==> config.mk <==
export PLATFORM = sky130hd
export DESIGN_NAME = spwm_deadtime
export DESIGN_NICKNAME = d
export VERILOG_FILES = /design/src/rtl/spwm_deadtime_pkg.sv /design/src/rtl/spwm_dt_counter.sv /design/src/rtl/spwm_deadtime.sv
export SDC_FILE = /design/constraint.sdc
export NUM_CORES = 1
export LEC_CHECK = 0
export CAP_MARGIN = 10
export CORE_ASPECT_RATIO = 1.25
export CORE_UTILIZATION = 40
export CTS_BUF_LIST = sky130_fd_sc_hd__clkbuf_4 sky130_fd_sc_hd__clkbuf_8
export CTS_CLUSTER_SIZE = 28
export DETAILED_ROUTE_END_ITERATION = 6
export PLACE_DENSITY = 0.57
export SYNTH_ARGS = -nofsm -noshare
export SYNTH_HDL_FRONTEND = slang
export SYNTH_SLANG_ARGS = --single-unit
==> constraint.sdc <==
create_clock -name clk -period 6.6 [get_ports clk]
set_clock_uncertainty 0.05 [all_clocks]
set_input_delay 0.99 -clock clk [delete_from_list [all_inputs] [get_ports clk]]
set_output_delay 0.99 -clock clk [all_outputs]
set_load 0.05 [all_outputs]
==> src/rtl/spwm_deadtime_pkg.sv <==
// Shared definitions for the SPWM gate-drive slice: FSM state encoding and
// dead-time defaults.
package spwm_deadtime_pkg;

    localparam int DT_W = 8;
    localparam logic [DT_W-1:0] DT_RESET = 8'd10;

    typedef enum logic [2:0] {
        OFF     = 3'd0,
        DT_TO_H = 3'd1,
        H_ON    = 3'd2,
        DT_TO_L = 3'd3,
        L_ON    = 3'd4
    } state_t;

endpackage

==> src/rtl/spwm_dt_counter.sv <==
// Dead-time down-counter: clear beats load beats decrement; it saturates at
// zero and reports it through a zero flag.
module spwm_dt_counter #(
    parameter int DT_W = 8
) (
    input  logic            clk,
    input  logic            rst_n,
    input  logic            clr,
    input  logic            load,
    input  logic [DT_W-1:0] load_val,
    input  logic            dec,
    output logic            zero
);

    logic [DT_W-1:0] cnt;

    always_ff @(posedge clk or negedge rst_n) begin
        if (!rst_n) begin
            cnt <= '0;
        end else if (clr) begin
            cnt <= '0;
        end else if (load) begin
            cnt <= load_val;
        end else if (dec && !zero) begin
            cnt <= cnt - {{(DT_W-1){1'b0}}, 1'b1};
        end
    end

    assign zero = (cnt == '0);

endmodule

==> src/rtl/spwm_deadtime.sv <==
// Complementary half-bridge gate driver with programmable dead time, fed by
// the single-ended SPWM comparator bit.
module spwm_deadtime
    import spwm_deadtime_pkg::*;
#(
    parameter int              DT_W     = spwm_deadtime_pkg::DT_W,
    parameter logic [DT_W-1:0] DT_RESET = spwm_deadtime_pkg::DT_RESET
) (
    input  logic            clk,
    input  logic            rst_n,
    input  logic            en,
    input  logic            pwm_in,
    input  logic [DT_W-1:0] dead_time,
    input  logic            dead_time_ld,
    output logic            pwm_h,
    output logic            pwm_l,
    output logic            in_dead
);

    state_t          state;
    logic            pwm_r;
    logic [DT_W-1:0] dt_reg;
    logic [DT_W-1:0] dt_eff;
    logic [DT_W-1:0] dt_load;
    logic            go_h;
    logic            go_l;
    logic            cnt_dec;
    logic            cnt_load;
    logic            cnt_zero;

    // pwm_in may be combinational and glitchy; every decision uses this copy.
    always_ff @(posedge clk or negedge rst_n) begin
        if (!rst_n) begin
            pwm_r <= 1'b0;
        end else begin
            pwm_r <= pwm_in;
        end
    end

    always_ff @(posedge clk or negedge rst_n) begin
        if (!rst_n) begin
            dt_reg <= DT_RESET;
        end else if (dead_time_ld) begin
            dt_reg <= dead_time;
        end
    end

    // A zero request still yields one dead cycle; the counter holds DT-1.
    assign dt_eff  = (dt_reg == '0) ? {{(DT_W-1){1'b0}}, 1'b1} : dt_reg;
    assign dt_load = dt_eff - {{(DT_W-1){1'b0}}, 1'b1};

    always_comb begin
        go_h    = 1'b0;
        go_l    = 1'b0;
        cnt_dec = 1'b0;
        case (state)
            OFF: begin
                go_h = pwm_r;
                go_l = !pwm_r;
            end
            DT_TO_H: begin
                go_l    = !pwm_r;
                cnt_dec = pwm_r;
            end
            H_ON:    go_l = !pwm_r;
            DT_TO_L: begin
                go_h    = pwm_r;
                cnt_dec = !pwm_r;
            end
            L_ON:    go_h = pwm_r;
            default: ;
        endcase
    end

    // Any entry into a dead interval (including a reversal mid-interval)
    // reloads the full count.
    assign cnt_load = en && (go_h || go_l);

    spwm_dt_counter #(
        .DT_W (DT_W)
    ) u_cnt (
        .clk      (clk),
        .rst_n    (rst_n),
        .clr      (!en),
        .load     (cnt_load),
        .load_val (dt_load),
        .dec      (cnt_dec),
        .zero     (cnt_zero)
    );

    // A gate only rises from a dead state, where both gates are already low.
    always_ff @(posedge clk or negedge rst_n) begin
        if (!rst_n) begin
            state   <= OFF;
            pwm_h   <= 1'b0;
            pwm_l   <= 1'b0;
            in_dead <= 1'b0;
        end else if (!en) begin
            state   <= OFF;
            pwm_h   <= 1'b0;
            pwm_l   <= 1'b0;
            in_dead <= 1'b0;
        end else if (go_h) begin
            state   <= DT_TO_H;
            pwm_h   <= 1'b0;
            pwm_l   <= 1'b0;
            in_dead <= 1'b1;
        end else if (go_l) begin
            state   <= DT_TO_L;
            pwm_h   <= 1'b0;
            pwm_l   <= 1'b0;
            in_dead <= 1'b1;
        end else begin
            case (state)
                DT_TO_H: begin
                    if (cnt_zero) begin
                        state   <= H_ON;
                        pwm_h   <= 1'b1;
                        pwm_l   <= 1'b0;
                        in_dead <= 1'b0;
                    end
                end
                DT_TO_L: begin
                    if (cnt_zero) begin
                        state   <= L_ON;
                        pwm_h   <= 1'b0;
                        pwm_l   <= 1'b1;
                        in_dead <= 1'b0;
                    end
                end
                OFF, H_ON, L_ON: ;
                default: begin
                    state   <= OFF;
                    pwm_h   <= 1'b0;
                    pwm_l   <= 1'b0;
                    in_dead <= 1'b0;
                end
            endcase
        end
    end

endmodule
* Yosys cells after proc, flatten, opt, wreduce, memory -nomap -nowiden
Cells that the tools add are included.
** Storage, ports and cells
- Bits of input ports :: 13
- Bits in registers :: 23
- Logic and storage cells :: 59
- Output and inout port bits :: 3
** Operators by class
- $add $sub $neg :: 2
- Reductions and logical operators :: 14
- Equal/unequal tests :: 9
- Mux-type cells :: 27
** Operators by type and width (count)
- two-way mux 8 bit :: 4
- zero test 8 bit :: 2
- subtractor 8 x 1 -> 8 bit, second input constant :: 2
- two-way mux 3 bit :: 5
- two-way mux 1 bit :: 13
- != test 5 x 4 -> 1 bit, second input constant :: 2
- case mux 3 bit (3 select lines) :: 1
- OR reduction 3 bit :: 3
- equality test 3 x 2 -> 1 bit, second input constant :: 2
- case mux 1 bit (3 select lines) :: 2
- != test 5 x 2 -> 1 bit, second input constant :: 1
- != test 4 bit, second input constant :: 1
- case mux 1 bit (2 select lines) :: 2
- equality test 3 x 1 -> 1 bit, second input constant :: 1
- equality test 3 bit, second input constant :: 1
- zero test 3 bit :: 1
- != test 3 x 1 -> 1 bit, second input constant :: 1
- AND reduction 3 bit :: 1
- logical AND 1 bit :: 2
- zero test 1 bit :: 2
- AND reduction 2 bit :: 1
- OR reduction 2 bit :: 1
- logical OR 1 bit :: 1

* Depth between registers and ports, before layout
- Depth after elaboration :: 7
- Gate-level depth with buffers :: 10
- Mapped depth without buffers :: 9

* Cells and area by module
A second synthesis with hierarchy kept.
** Second synthesis, totals
- Cells, all modules :: 139
- Area total of the unflattened synthesis :: 1358.8 µm²
** By module, submodules not included
- spwm_deadtime :: times used 1, cells an instance 78, seq. area each 352.8 µm², area each 803.3 µm²
- spwm_dt_counter :: times used 1, cells an instance 61, seq. area each 200.2 µm², area each 555.5 µm²

* Worst setup path after synthesis
OpenSTA, ideal clock, no wires.
- Path type :: reg-to-reg
- Start :: register, netlist name pwm_l
- End :: register u_cnt.cnt[4]
- Stages on the path, launching flop included :: 10
- Required time :: 6418 ps
- Library setup time :: 132 ps
- Path buffers :: 1
- Clock period less this slack :: 2773 ps
- Arrival time :: 2591 ps
- Path slack :: 3827 ps
- Cells stage by stage :: dfrtp_1 buf_6 and4b_4 o31ai_4 mux2i_1 ha_1 nand4bb_1 a211oi_1 mux2_1 o2bb2ai_1
** RTL lines
- end signal: assignment :: RTL line spwm_dt_counter.sv:23 : cnt <= load_val;
- end signal: assignment :: RTL line spwm_dt_counter.sv:25 : cnt <= cnt - {{(DT_W-1){1'b0}}, 1'b1};
- end: declaration :: RTL line spwm_dt_counter.sv:15 : logic [DT_W-1:0] cnt;

* Worst setup path after layout
- Start :: input en
- End :: register u_cnt.cnt[4]
** On the way
- Word-level cells in the longest chain between the ends :: 3
- Elaborated cells on any way between the ends :: 4
- Classes of those cells :: eq/ne (1); mux (2); reduce/logical (1)
** RTL lines
- start: declaration :: RTL line spwm_deadtime.sv:11 : input logic en,
- logical AND 1 bit :: RTL line spwm_deadtime.sv:77 : assign cnt_load = en && (go_h || go_l);
- two-way mux 8 bit :: RTL line spwm_dt_counter.sv:22 : end else if (load) begin
- two-way mux 8 bit :: RTL line spwm_dt_counter.sv:20 : end else if (clr) begin
Parallel ways exist; a longest one is shown, timed or not.
A chain may end at the register's enable or synchronous reset.

==> results_dict.tcl <==
set metrics [dict create \
    post-route-min-period_ns 3.24 \
    yosys-top-cells-count "20 x dfrtp_1, 8 x mux2_2, 8 x o2bb2ai_1" \
    rows 23 \
    io_buffers 15 \
    boundaryPins 16 \
    max_slew_margin 0.337 \
    final_nets 154 \
    cts_resized 0 \
    ant_nets 0 \
    min_path_type "reg2reg" \
    arrival_ns 3.33 \
    synth_area_leaders "dfrtp_1 36%, mux2_2 6.4%, o2bb2ai_1 5.0%" \
    critPathKind "in2reg" \
    clk_pin_slew_ns 0.08 \
    ys_warn_count 0 \
    async_flop_share 1.00 \
    dieArea_um2 3750 \
    finalSetupViolCount 0 \
    h-tree-depth 1 \
    cts_hold_buffers 0 \
    fin_area_um2 1610 \
    syn-num-nets 139 \
    switchingPower_w 0.000155 \
    p_leak_nw 0.616 \
    maxCapViolations 0 \
    drt_drc_violations_left 0 \
    synth_top_area_share 0.357 \
    syn_to_final_growth_pct 15.0 \
    ir_drop_uv 171 \
    cts_sinks 22 \
    gr-usage-all-layers 0.187 \
    drt_wl_total_um 2900 \
    dr.first_iter.drc_count 37 \
    grt_max_degree 23 \
    die_h_um 68.2 \
    post_cts_buffers 0 \
    netlist_area_um2 1400 \
    wl_per_cell_um 16.5 \
    fin_cells 176 \
    cts_tree "yes" \
    power_frac_seq 0.438 \
    grt_antenna_before_repair 0 \
    cts_buffers 3 \
    final_hold_viol_count 0 \
    place.gp.congestion 0.805 \
    period_share 0.492 \
    worst_pin_slew_ns 0.992 \
    power_frac_comb 0.336 \
    fin_setup_tns_ns 0 \
    ys_ff_latch 22 \
    worst-path-max-fanout 9 \
    netlist-cell-type-count 49 \
    syn_area_per_cell_um2 11.2 \
    firstDrtPassIters 4 \
    diodes 0 \
    rsz0062_at_grt "no" \
    critPathLaunchType "primary input" \
    p_int_w 0.000275 \
    grt_overflow 0 \
    grt_pass1_wl_um 4960 \
    seq_area_frac_synth 0.394 \
    switching_share 0.360 \
    power_density_nw_per_um2 266 \
    synth_edf_count 0 \
    yosysMostFrequentCell "dfrtp_1" \
    endpoint_kind "flip-flop" \
    cts_root_buf "clkbuf_8" \
    hpwl_um 2160 \
    avgViaCountPerCell 6.19 \
    clockBufferDepth 2 \
    required_ns 6.69 \
    yosysTopAreaCell "dfrtp_1" \
    initial_core_util 0.428 \
    placed_cells 172 \
    postPlaceCellArea_um2 1560 \
    synth-main-ff-cell "dfrtp_1" \
    fill_cells 321 \
    max_freq_ghz 0.308 \
    vias 1090 \
    core_area_um2 3280 \
    power.share.clock 0.226 \
    layout-drive-gt1-share 0.209 \
    clock_latency_ns 0.26 \
    slew_violations 0 \
    status "finished clean" \
    die_width_um 55.0 \
    holdWs_ns 0.472 \
    grt_pass1_vias 1027 \
    final_core_util 0.492 \
    syn_inst 125 \
]
[logic make-up (layout without fill, tap and decap cells)]
family,after synthesis,after routing,share of synthesized area
AOI/OAI and AO/OA,37,37,0.224
DFF,22,22,0.394
xor gates and xnor gates,3,3,0.0241
buffers and inverters,10,24,0.0428
adders and majority gates,1,1,0.00892
and+or+nand+nor,41,41,0.219
muxes,11,11,0.0865
[placed cells by master, fill, tap and decap left out, types with 2 or more instances in the layout]
master	Yosys	routed
dfrtp_1	20	20
clkdlybuf4s50_1	0	15
mux2_2	8	8
o2bb2ai_1	8	8
or3_1	7	7
nor3_1	6	6
a21oi_1	6	6
nor2_1	5	5
inv_1	4	4
nand2_1	4	4
clkbuf_8	0	4
o21ai_1	3	3
a211o_1	3	3
or4_1	2	2
nor4_1	2	2
a21o_1	2	2
mux2i_1	2	2
nor4_2	2	2
nor3b_1	2	2
o21ai_0	2	2
o31ai_1	2	2
xor2_1	2	2
nor4b_2	2	2
dfstp_2	2	2
[per-layer routing]
metal  track usage  routed length, um  up-vias
li1              -                  -      517
met1         0.250               1280      540
met2         0.307               1460       28
met3        0.0267                126        5
met4        0.0563                 39        0
met5             0                  0        -
[path summary, 6_finish.rpt]
check | startpoint | endpoint | slack, ns | cells past startpoint
min | pwm_h | pwm_h | 0.47 | 2
min in group asynchronous | rst_n | pwm_h | 1.21 | 1
max reg2reg | state[1] | u_cnt.cnt[4] | 3.82 | 9
max | en | u_cnt.cnt[4] | 3.36 | 9
max in group asynchronous | rst_n | state[0] | 4.67 | 1
min reg2reg | pwm_h | pwm_h | 0.47 | 2
[per-stage QoR]
step	setup WS (ns)	power, W
3_5_place_dp	3.11	0.000335
4_1_cts	3.38	0.000434
2_1_floorplan	3.83	0.000298
6_report	3.36	0.000429
3_3_place_gp	3.19	0.000334
5_1_grt	3.17	0.000458
[critical path, stage by stage]
cell	delay, ns
clkdlybuf4s50_1	0.64
o31ai_4	0.20
nor3_1	0.30
a21o_1	0.12
ha_1	0.21
nand4bb_1	0.14
a211oi_1	0.26
mux2_1	0.34
o2bb2ai_1	0.13
[power groups by stage]
stage / combinational, W / clock [W] / sequential (W)
final: 0.000144 / 0.0000969 / 0.000188
after global routing: 0.000159 / 0.000106 / 0.000192
after CTS: 0.000145 / 0.000101 / 0.000188
after detailed placement: 0.000144 / 0 / 0.000191
after global placement: 0.000144 / 0 / 0.000190
after floorplan: 0.000116 / 0 / 0.000182
[area by class of cell]
cell class | count | area, um^2 | area share
sequential | 22 | 553 | 0.343
tap | 37 | 46.3 | 0.0287
multi-input combinational | 93 | 790 | 0.490
inverter | 5 | 18.8 | 0.0116
timing repair buffer | 15 | 150 | 0.0931
clock buffer | 4 | 55.1 | 0.0341
No activity file was read; power rests on OpenSTA's default activity.
